## src/rtl/frequency_analyzer_pkg.sv

```systemverilog
// Shared definitions for the frequency dump sequencer and its snapshot bank.
// Contents: command codes, frame header magic and builder, FSM state encoding,
// and the word-index width helper.
package frequency_analyzer_pkg;

  // Fixed command codes. The dump code is a parameter of the sequencer.
  localparam int CMD_START = 1;
  localparam int CMD_STOP  = 2;
  localparam int CMD_CLEAR = 3;

  localparam logic [15:0] HDR_MAGIC = 16'hFA55;

  typedef enum logic [1:0] {
    ST_IDLE   = 2'd0,
    ST_SNAP   = 2'd1,
    ST_STREAM = 2'd2,
    ST_DONE   = 2'd3
  } state_e;

  // Bits needed to address n words. The result is never below 1.
  function automatic int idx_width(input int n);
    return (n <= 2) ? 1 : $clog2(n);
  endfunction

  // First word of every frame: magic, channel count, sequence number.
  function automatic logic [31:0] make_header(input logic [7:0] ch,
                                              input logic [7:0] seq);
    return {HDR_MAGIC, ch, seq};
  endfunction

endpackage

```

## src/rtl/frequency_snapshot_bank.sv

```systemverilog
// Capture registers for all f1/f2 analyzer results, plus a word-select mux.
// Ports: clk/rst_n (async active-low); capture_i loads every value in one cycle;
//        f1_values_i/f2_values_i are packed inputs with ch0 in the LSBs;
//        rd_idx_i selects a data word (2k = ch k f1, 2k+1 = ch k f2); rd_data_o returns it.
module frequency_snapshot_bank
  import frequency_analyzer_pkg::*;
#(
  parameter int CHANNELS    = 3,
  parameter int VALUE_WIDTH = 32,
  parameter int IDX_W       = 3
) (
  input  logic                            clk,
  input  logic                            rst_n,
  input  logic                            capture_i,
  input  logic [CHANNELS*VALUE_WIDTH-1:0] f1_values_i,
  input  logic [CHANNELS*VALUE_WIDTH-1:0] f2_values_i,
  input  logic [IDX_W-1:0]                rd_idx_i,
  output logic [VALUE_WIDTH-1:0]          rd_data_o
);

  localparam int NWORDS = 2 * CHANNELS;

  // Stored in frame order so the read side is a plain index.
  logic [VALUE_WIDTH-1:0] snap_q [NWORDS];

  always_ff @(posedge clk or negedge rst_n) begin
    if (!rst_n) begin
      for (int k = 0; k < NWORDS; k++) begin
        snap_q[k] <= '0;
      end
    end else if (capture_i) begin
      for (int c = 0; c < CHANNELS; c++) begin
        snap_q[2*c]   <= f1_values_i[c*VALUE_WIDTH +: VALUE_WIDTH];
        snap_q[2*c+1] <= f2_values_i[c*VALUE_WIDTH +: VALUE_WIDTH];
      end
    end
  end

  // Compare-based mux keeps the index width independent of the array depth.
  // Indices outside the bank read as zero.
  always_comb begin
    rd_data_o = '0;
    for (int k = 0; k < NWORDS; k++) begin
      if (int'(rd_idx_i) == k) begin
        rd_data_o = snap_q[k];
      end
    end
  end

endmodule

```

## src/rtl/frequency_dump_sequencer.sv

```systemverilog
// Command-driven controller for the frequency analyzer bank. It decodes START/STOP/CLEAR/DUMP
// commands, drives the analyzer enable and clear, and streams a coherent snapshot as a framed
// valid/ready word sequence. irq pulses for one cycle when a frame completes.
// Ports: s00_axi_aclk/s00_axi_aresetn (async active-low); cmd_valid/cmd_data/cmd_ready command in;
//        f1_values/f2_values analyzer results; analyzer_enable/analyzer_clear to analyzers;
//        m_valid/m_data/m_last/m_ready stream out; irq, busy, cmd_error status.
// Option: FREQ_DUMP_CHECKSUM_EN appends a word holding the XOR of the header and all data
//         words, and m_last moves onto that word.
module frequency_dump_sequencer
  import frequency_analyzer_pkg::*;
#(
  parameter int CHANNELS    = 3,
  parameter int VALUE_WIDTH = 32,
  parameter int DUMP_CODE   = 666
) (
  input  logic                            s00_axi_aclk,
  input  logic                            s00_axi_aresetn,
  input  logic                            cmd_valid,
  input  logic [VALUE_WIDTH-1:0]          cmd_data,
  output logic                            cmd_ready,
  input  logic [CHANNELS*VALUE_WIDTH-1:0] f1_values,
  input  logic [CHANNELS*VALUE_WIDTH-1:0] f2_values,
  output logic                            analyzer_enable,
  output logic                            analyzer_clear,
  output logic                            m_valid,
  output logic [VALUE_WIDTH-1:0]          m_data,
  output logic                            m_last,
  input  logic                            m_ready,
  output logic                            irq,
  output logic                            busy,
  output logic                            cmd_error
);

  localparam int DATA_WORDS = 2 * CHANNELS;
`ifdef FREQ_DUMP_CHECKSUM_EN
  localparam int FRAME_WORDS = DATA_WORDS + 2;
`else
  localparam int FRAME_WORDS = DATA_WORDS + 1;
`endif
  localparam int              IDX_W    = idx_width(FRAME_WORDS);
  localparam logic [IDX_W-1:0] LAST_IDX = IDX_W'(FRAME_WORDS - 1);

  state_e                 state_q, state_d;
  logic [IDX_W-1:0]       idx_q, idx_d;
  logic [7:0]             seq_q, seq_d;
  logic                   en_q, en_d;
  logic                   clr_q, clr_d;
  logic                   err_q, err_d;
  logic                   snap_capture;
  logic                   cmd_fire;
  logic                   xfer;
  logic [VALUE_WIDTH-1:0] header_w;
  logic [VALUE_WIDTH-1:0] bank_w;
  logic [VALUE_WIDTH-1:0] word_w;

  assign cmd_ready       = (state_q == ST_IDLE);
  assign busy            = (state_q != ST_IDLE);
  assign cmd_fire        = cmd_valid && cmd_ready;
  assign m_valid         = (state_q == ST_STREAM);
  assign xfer            = m_valid && m_ready;
  assign m_last          = m_valid && (idx_q == LAST_IDX);
  assign irq             = (state_q == ST_DONE);
  assign analyzer_enable = en_q;
  assign analyzer_clear  = clr_q;
  assign cmd_error       = err_q;

  assign header_w = VALUE_WIDTH'(make_header(8'(CHANNELS), seq_q));

  // Frame word k >= 1 maps to bank word k-1. The header slot wraps to an
  // out-of-range index, but the header overrides the bank output there anyway.
  frequency_snapshot_bank #(
    .CHANNELS    (CHANNELS),
    .VALUE_WIDTH (VALUE_WIDTH),
    .IDX_W       (IDX_W)
  ) u_bank (
    .clk         (s00_axi_aclk),
    .rst_n       (s00_axi_aresetn),
    .capture_i   (snap_capture),
    .f1_values_i (f1_values),
    .f2_values_i (f2_values),
    .rd_idx_i    (idx_q - IDX_W'(1)),
    .rd_data_o   (bank_w)
  );

`ifdef FREQ_DUMP_CHECKSUM_EN
  logic [VALUE_WIDTH-1:0] csum_q, csum_d;

  // Running XOR of every word already sent in this frame. When the index
  // reaches the checksum slot, it covers the header and all data words.
  always_comb begin
    csum_d = csum_q;
    if (state_q == ST_SNAP) begin
      csum_d = '0;
    end else if (xfer) begin
      csum_d = csum_q ^ m_data;
    end
  end

  always_ff @(posedge s00_axi_aclk or negedge s00_axi_aresetn) begin
    if (!s00_axi_aresetn) begin
      csum_q <= '0;
    end else begin
      csum_q <= csum_d;
    end
  end
`endif

  // m_data is a function of registered state only. It therefore holds during a stall,
  // and it reads as zero outside STREAM.
  always_comb begin
    word_w = bank_w;
    if (idx_q == '0) begin
      word_w = header_w;
    end
`ifdef FREQ_DUMP_CHECKSUM_EN
    if (idx_q == LAST_IDX) begin
      word_w = csum_q;
    end
`endif
    m_data = m_valid ? word_w : '0;
  end

  always_comb begin
    state_d      = state_q;
    idx_d        = idx_q;
    seq_d        = seq_q;
    en_d         = en_q;
    clr_d        = 1'b0;
    err_d        = err_q;
    snap_capture = 1'b0;
    case (state_q)
      ST_IDLE: begin
        if (cmd_fire) begin
          if (cmd_data == VALUE_WIDTH'(CMD_START)) begin
            en_d = 1'b1;
          end else if (cmd_data == VALUE_WIDTH'(CMD_STOP)) begin
            en_d = 1'b0;
          end else if (cmd_data == VALUE_WIDTH'(CMD_CLEAR)) begin
            clr_d = 1'b1;
          end else if (cmd_data == VALUE_WIDTH'(DUMP_CODE)) begin
            state_d = ST_SNAP;
          end else begin
            err_d = 1'b1;
          end
        end
      end
      ST_SNAP: begin
        snap_capture = 1'b1;
        idx_d        = '0;
        state_d      = ST_STREAM;
      end
      ST_STREAM: begin
        if (xfer) begin
          if (idx_q == LAST_IDX) begin
            state_d = ST_DONE;
          end else begin
            idx_d = idx_q + IDX_W'(1);
          end
        end
      end
      ST_DONE: begin
        seq_d   = seq_q + 8'd1;
        state_d = ST_IDLE;
      end
      default: begin
        state_d = ST_IDLE;
      end
    endcase
  end

  always_ff @(posedge s00_axi_aclk or negedge s00_axi_aresetn) begin
    if (!s00_axi_aresetn) begin
      state_q <= ST_IDLE;
      idx_q   <= '0;
      seq_q   <= '0;
      en_q    <= 1'b0;
      clr_q   <= 1'b0;
      err_q   <= 1'b0;
    end else begin
      state_q <= state_d;
      idx_q   <= idx_d;
      seq_q   <= seq_d;
      en_q    <= en_d;
      clr_q   <= clr_d;
      err_q   <= err_d;
    end
  end

endmodule

```

## config.mk

```make
export PLATFORM = sky130hd
export DESIGN_NAME = frequency_dump_sequencer
export DESIGN_NICKNAME = d
export VERILOG_FILES = /design/src/rtl/frequency_analyzer_pkg.sv /design/src/rtl/frequency_snapshot_bank.sv /design/src/rtl/frequency_dump_sequencer.sv
export SDC_FILE = /design/constraint.sdc
export NUM_CORES = 1
export LEC_CHECK = 0
export CELL_PAD_IN_SITES_DETAIL_PLACEMENT = 1
export CELL_PAD_IN_SITES_GLOBAL_PLACEMENT = 1
export CORE_MARGIN = 2
export CORE_UTILIZATION = 38
export DETAILED_ROUTE_END_ITERATION = 16
export GPL_TIMING_DRIVEN = 0
export MAX_ROUTING_LAYER = met4
export PLACE_DENSITY = 0.89
export SYNTH_ARGS = -nofsm -noshare
export SYNTH_HDL_FRONTEND = slang
export SYNTH_SLANG_ARGS = --single-unit
```

## constraint.sdc

```tcl
create_clock -name s00_axi_aclk -period 2.29 [get_ports s00_axi_aclk]
set_input_delay 0.229 -clock s00_axi_aclk [delete_from_list [all_inputs] [get_ports s00_axi_aclk]]
set_output_delay 0.229 -clock s00_axi_aclk [all_outputs]
set_load 0.03 [all_outputs]
```

# After elaboration in Yosys (flattened, before gate mapping)
# Cells that the tools add are included.
[word_totals]
output_inout_bits = 40
in_bits = 228
reg_bits = 208
wordCells = 80
[classes]
n_mux = 27
addsub = 3
bitwise_logic = 4
eq_ne = 21
n_reduce_logical = 13
[op_table]
columns = ["cell", "count"]
rows = [
  ["$mux 32", 8],
  ["$eq 32x2->1 const B", 2],
  ["$eq 32x1->1 const B", 1],
  ["$eq 32x10->1 const B", 1],
  ["$eq 3x3->1 const B", 5],
  ["$mux 2", 7],
  ["$add 8x1->8 const B", 1],
  ["$mux 1", 8],
  ["$ne 2x1->1 const B", 4],
  ["$ne 2x2->1 const B", 4],
  ["$pmux 2 s4", 1],
  ["$reduce_and 7->1", 1],
  ["$logic_not 3->1", 2],
  ["$mux 3", 2],
  ["$pmux 3 s2", 1],
  ["$reduce_and 3->1", 2],
  ["$reduce_and 6->1", 1],
  ["$reduce_bool 2->1", 3],
  ["$eq 2x2->1 const B", 2],
  ["$not 1->1", 4],
  ["$add 3x1->3 const B", 1],
  ["$eq 3x2->1 const B", 1],
  ["$logic_and 1x1->1", 3],
  ["$sub 3x1->3 const B", 1],
  ["other kinds (2)", 2],
]

# Depth between registers and ports, before layout
[depth]
word_depth = 10
ltp_mapped = 9

# Modules after synthesis
# A second synthesis with hierarchy kept.
[unflattened]
cells_unflattened = 752
area_unflattened_um2 = 10259.8
[by_module_without_submodules]
columns = ["module", "n_inst", "cells_each", "area_per_inst_um2", "seq_area_each_um2"]
rows = [
  ["frequency_snapshot_bank", 1, 603, 8983.6, 4804.6],
  ["frequency_dump_sequencer", 1, 149, 1276.2, 400.4],
]

# Worst setup path after synthesis
# Ideal clock, no wire load.
[synth_path]
path_kind = "register -> output"
startpoint = "register idx_q[0]"
endpoint = "output m_data[19]"
path_buffers = 3
stages_incl_launch_ff = 10
path_slack_ps = -218
arrival_ps = 2279
cell_sequence = "dfrtp_1 > inv_1 > ha_1 > buf_4 > nor2b_1 > buf_2 > buf_4 > a221o_1 > nand3_1 > a211oi_1"
[synth_via]
elab_chain_len = 10
word_cells_on_any_way = 16
[synth_lines]
columns = ["item", "line", "source"]
rows = [
  ["from (decl)", "frequency_dump_sequencer.sv:44", "logic [IDX_W-1:0] idx_q, idx_d;"],
  ["from (signal assigned)", "frequency_dump_sequencer.sv:181", "idx_q <= idx_d;"],
  ["$sub 3x1->3", "frequency_dump_sequencer.sv:81", ".rd_idx_i (idx_q - IDX_W'(1)),"],
  ["$logic_not 3->1", "frequency_snapshot_bank.sv:44", "if (int'(rd_idx_i) == k) begin"],
  ["$mux 32 (6 in series)", "frequency_snapshot_bank.sv:44", ""],
  ["$mux 32 *", "frequency_dump_sequencer.sv:112", "if (idx_q == '0) begin"],
  ["$mux 32 *", "frequency_dump_sequencer.sv:120", "m_data = m_valid ? word_w : '0;"],
  ["to (decl)", "frequency_dump_sequencer.sv:26", "output logic [VALUE_WIDTH-1:0] m_data,"],
]
# Mark *: on every way between the ends. The rest lies on a longest branch, timed or not.

# Worst setup path in the final report
[layout_path]
startpoint = "register idx_q[0]"
endpoint = "output m_data[30]"
# The elaborated chain is that of the path after synthesis.

==> qor.csv <==
stage,metric,value,unit
status,status,"finished, violations left",
status,failing checks,setup timing,
global_routing,largest net degree at the start of global routing,114,
timing,fin crit period,2.90,ns
timing,Relative slew margins,0.452,
drt,drt first-iter violations,463,
critical_path,kind of end point of the critical path,output port,
yosys,register bit total from synthesis,208,
global_routing,GR Util met2,0.492,
drt,routed via count,8966,
clock_network,CTS H-Tree Depth,1,
critical_path,Reg2Reg Setup Slack,-0.03,ns
placement,pre-CTS setup slack,-0.984,ns
yosys,post-synthesis async set-or-reset flop share,1.00,
clock_network,Clock transition at path regs,0.07,ns
run,Max-cap violations,0,
drt,Vias/cell,5.84,
clock_network,worst-case clock buffer depth,3,
critical_path,Worst Path Max Fanout,5,
worst_hold_path,Hold Path End,u_bank.snap_q[124],
timing,worst clock skew,0.0123,ns
yosys,sequential fraction of the synthesis area,0.522,
pwr,maximum VDD drop,0.872,mV
pwr,Lkg Pwr,6.29,nW
placement,IO Port Bufs,267,
drt,Wirelength per Cell,27.9,um
die,I/O pins,268,
worst_hold_path,Hold Path Origin,f1_values[60],
global_routing,grt total ovfl,0,
clock_network,Root Driver,clkbuf_16,
yosys,Syn. warnings,0,
die,Total Die Area,27600,um^2
clock_network,worst skew pair latency,0.53,ns
worst_hold_path,worst hold stages,3,
timing,Worst-Margin Slew,0.822,ns
die,effective utilization at floorplan,0.385,
global_routing,most used routing layer,met2,
final_layout,nets@finish,1417,
final_layout,most frequent cells in the layout,"clkdlybuf4s50_1, dfrtp_1, mux2_2, buf_4, nand2_1",
yosys,Syn Std Cell Area,9980,um^2
die,width of the die,166,um
yosys,Synth Flop Type,dfrtp_1,
yosys,Netlist cell types,52,
drt,post-route antenna net violation count,0,
global_routing,GRT met3 Usage,0.0565,
timing,final setup vio count,44,
critical_path,FF-to-FF path depth,6,
drt,Residual DRC,0,
global_routing,initial antenna violation count,4,
yosys,Synthesized Nets,1074,
drt,final wirelength,42800,um
timing,RSZ-0062 raised after global routing,yes,
die,Rows,59,
timing,fin crit share,1.26,
timing,fmax,345,MHz
die,Die H,166,um
pwr,pwr/cell area,1430,nW/um^2
timing,Final Hold Fails,0,
final_layout,fin cells,1534,
global_routing,first-pass GRT wire length,61400,um
final_layout,final core occ,0.599,
die,Core Area,25900,um^2
yosys,"Avg Cell Area, Syn",12.0,um^2
critical_path,R2R Path End,u_bank.snap_q[93],
final_layout,ratio of cells with drive above 1 in the final layout,0.400,
clock_network,clk sinks,208,
final_layout,"commonest non-fill, non-tap cell in the layout",clkdlybuf4s50_1,
yosys,Synth Instances,835,
yosys,number of synthesized flops with an enable pin,0,
global_routing,vias in the first global route,9909,
pwr,Overall Power,22.1,mW
final_layout,Layout area overhead,55.5,%
global_routing,All-Layer GR Usage,0.299,
critical_path,"Req. time, crit path",2.06,ns
critical_path,CP Launch Type,flop,
clock_network,total CTS buffers,24,
global_routing,met1 GRT Util,0.357,
worst_hold_path,Min-Delay Path Class,input port to flop,
timing,final worst slack,-0.606,ns
critical_path,Crit path arrival time,2.67,ns
placement,post-DP HPWL,26500,um
timing,Pins Over Slew Limit,0,
critical_path,CP Class,flop to output port,
critical_path,worst r2r src,state_q[1],
placement,placed cell count,1438,
clock_network,CTS tree,built,
drt,First-pass DRT Iterations,5,
placement,gpl congestion,0.841,
per-stage QoR:
| stage | hold WS, ns | area, um^2 | setup TNS [ns] |
|---|---|---|---|
| final | 0.273 | 15500 | -15.97 |
| after global routing | 0.289 | 15500 | -20.72 |
| after CTS | 0.261 | 14900 | -14.50 |
| after detailed placement | 0.327 | 13200 | -28.11 |
| after global placement | 0.466 | 13200 | -1685.11 |
| after floorplan | -0.0666 | 10100 | -0.0540 |
kinds of logic after synthesis:
logic type	count (synthesis)	share of synthesized area
compound gates	204	0.149
buf+inv	95	0.0425
fa+ha+maj	11	0.0138
mux	176	0.198
flops	208	0.522
xor+xnor	10	0.0114
simple gates	131	0.0628
Yosys cell counts (3+ instances only):
cell type,count,area [um^2]
a221o_1,22,220
clkbuf_1,32,120
nand3_1,15,75.1
and3_1,3,18.8
buf_4,4,30.0
buf_2,24,120
a211o_1,13,114
buf_6,3,33.8
o21ai_0,30,150
a22o_1,11,96.3
a221oi_1,20,175
buf_1,3,11.3
nand2_1,46,173
a31oi_1,12,75.1
mux2_2,174,1960
ha_1,11,138
nand4_1,5,31.3
nor2_1,30,113
xnor2_1,6,52.6
nand2b_1,13,81.3
a21oi_1,46,230
o2bb2ai_1,8,70.1
o221ai_1,8,70.1
o21ai_2,6,52.6
inv_1,29,109
a211oi_1,12,90.1
nor2b_1,3,18.8
dfrtp_1,208,5200
nor4_1,8,50.1
worst max-delay path, cell delays in order, from the launching register on:
cell and delay, ns:
dfrtp_2 0.46, buf_6 0.14, ha_4 0.15, nor2b_4 0.13
buf_12 0.13, buf_12 0.13, buf_12 0.14, a221oi_4 0.29
o31ai_4 0.13, o211a_1 0.26, buf_6 0.15
worst max-delay path by stage:
stage	from	endpoint	depth (start not counted)
after floorplan	idx_q[0]	m_data[5]	9
after global placement	s00_axi_aresetn	u_bank.snap_q[57]	1
after detailed placement	idx_q[0]	m_data[2]	8
after CTS	idx_q[0]	m_data[2]	9
after global routing	idx_q[0]	m_data[7]	9
final	idx_q[0]	m_data[30]	10
power by group:
| group | switching, mW | internal, mW | total, mW |
|---|---|---|---|
| Clock | 1.64 | 2.55 | 4.19 |
| Combinational | 5.76 | 5.33 | 11.1 |
| Sequential | 1.30 | 5.53 | 6.83 |
sequential cells by signal, indices dropped and copies added, names as in the netlist:
signal           cells
u_bank.snap_q      192
seq_q                8
idx_q                3
state_q              2
analyzer_clear       1
analyzer_enable      1
cmd_error            1
routing by layer:
layer  share of wire  wire length [um]
met1            0.39             16600
met2            0.49             21100
met3           0.059              2530
met4           0.058              2500
met5               0                 0
what timing repair did:
item / in CTS / in global routing
pin swaps: 55 / 54
resized for setup: 350 / 121
hold endpoints to repair: 95 / 0
setup buffers: 29 / 18
hold buffers: 1 / 0
cloned: 3 / 5
setup endpoints to repair: 76 / 204
final cells by class:
cell class                 instances  area (um^2)
fill                            2574        10400
sequential                       208         5210
multi-input combinational        532         5070
timing repair buffer             320         3250
clock buffer                      32          681
buffer                            63          584
tap                              335          419
clock inverter                    11          173
inverter                          29          116
antenna                            4         10.0
Power figures use the tool's default switching activity.
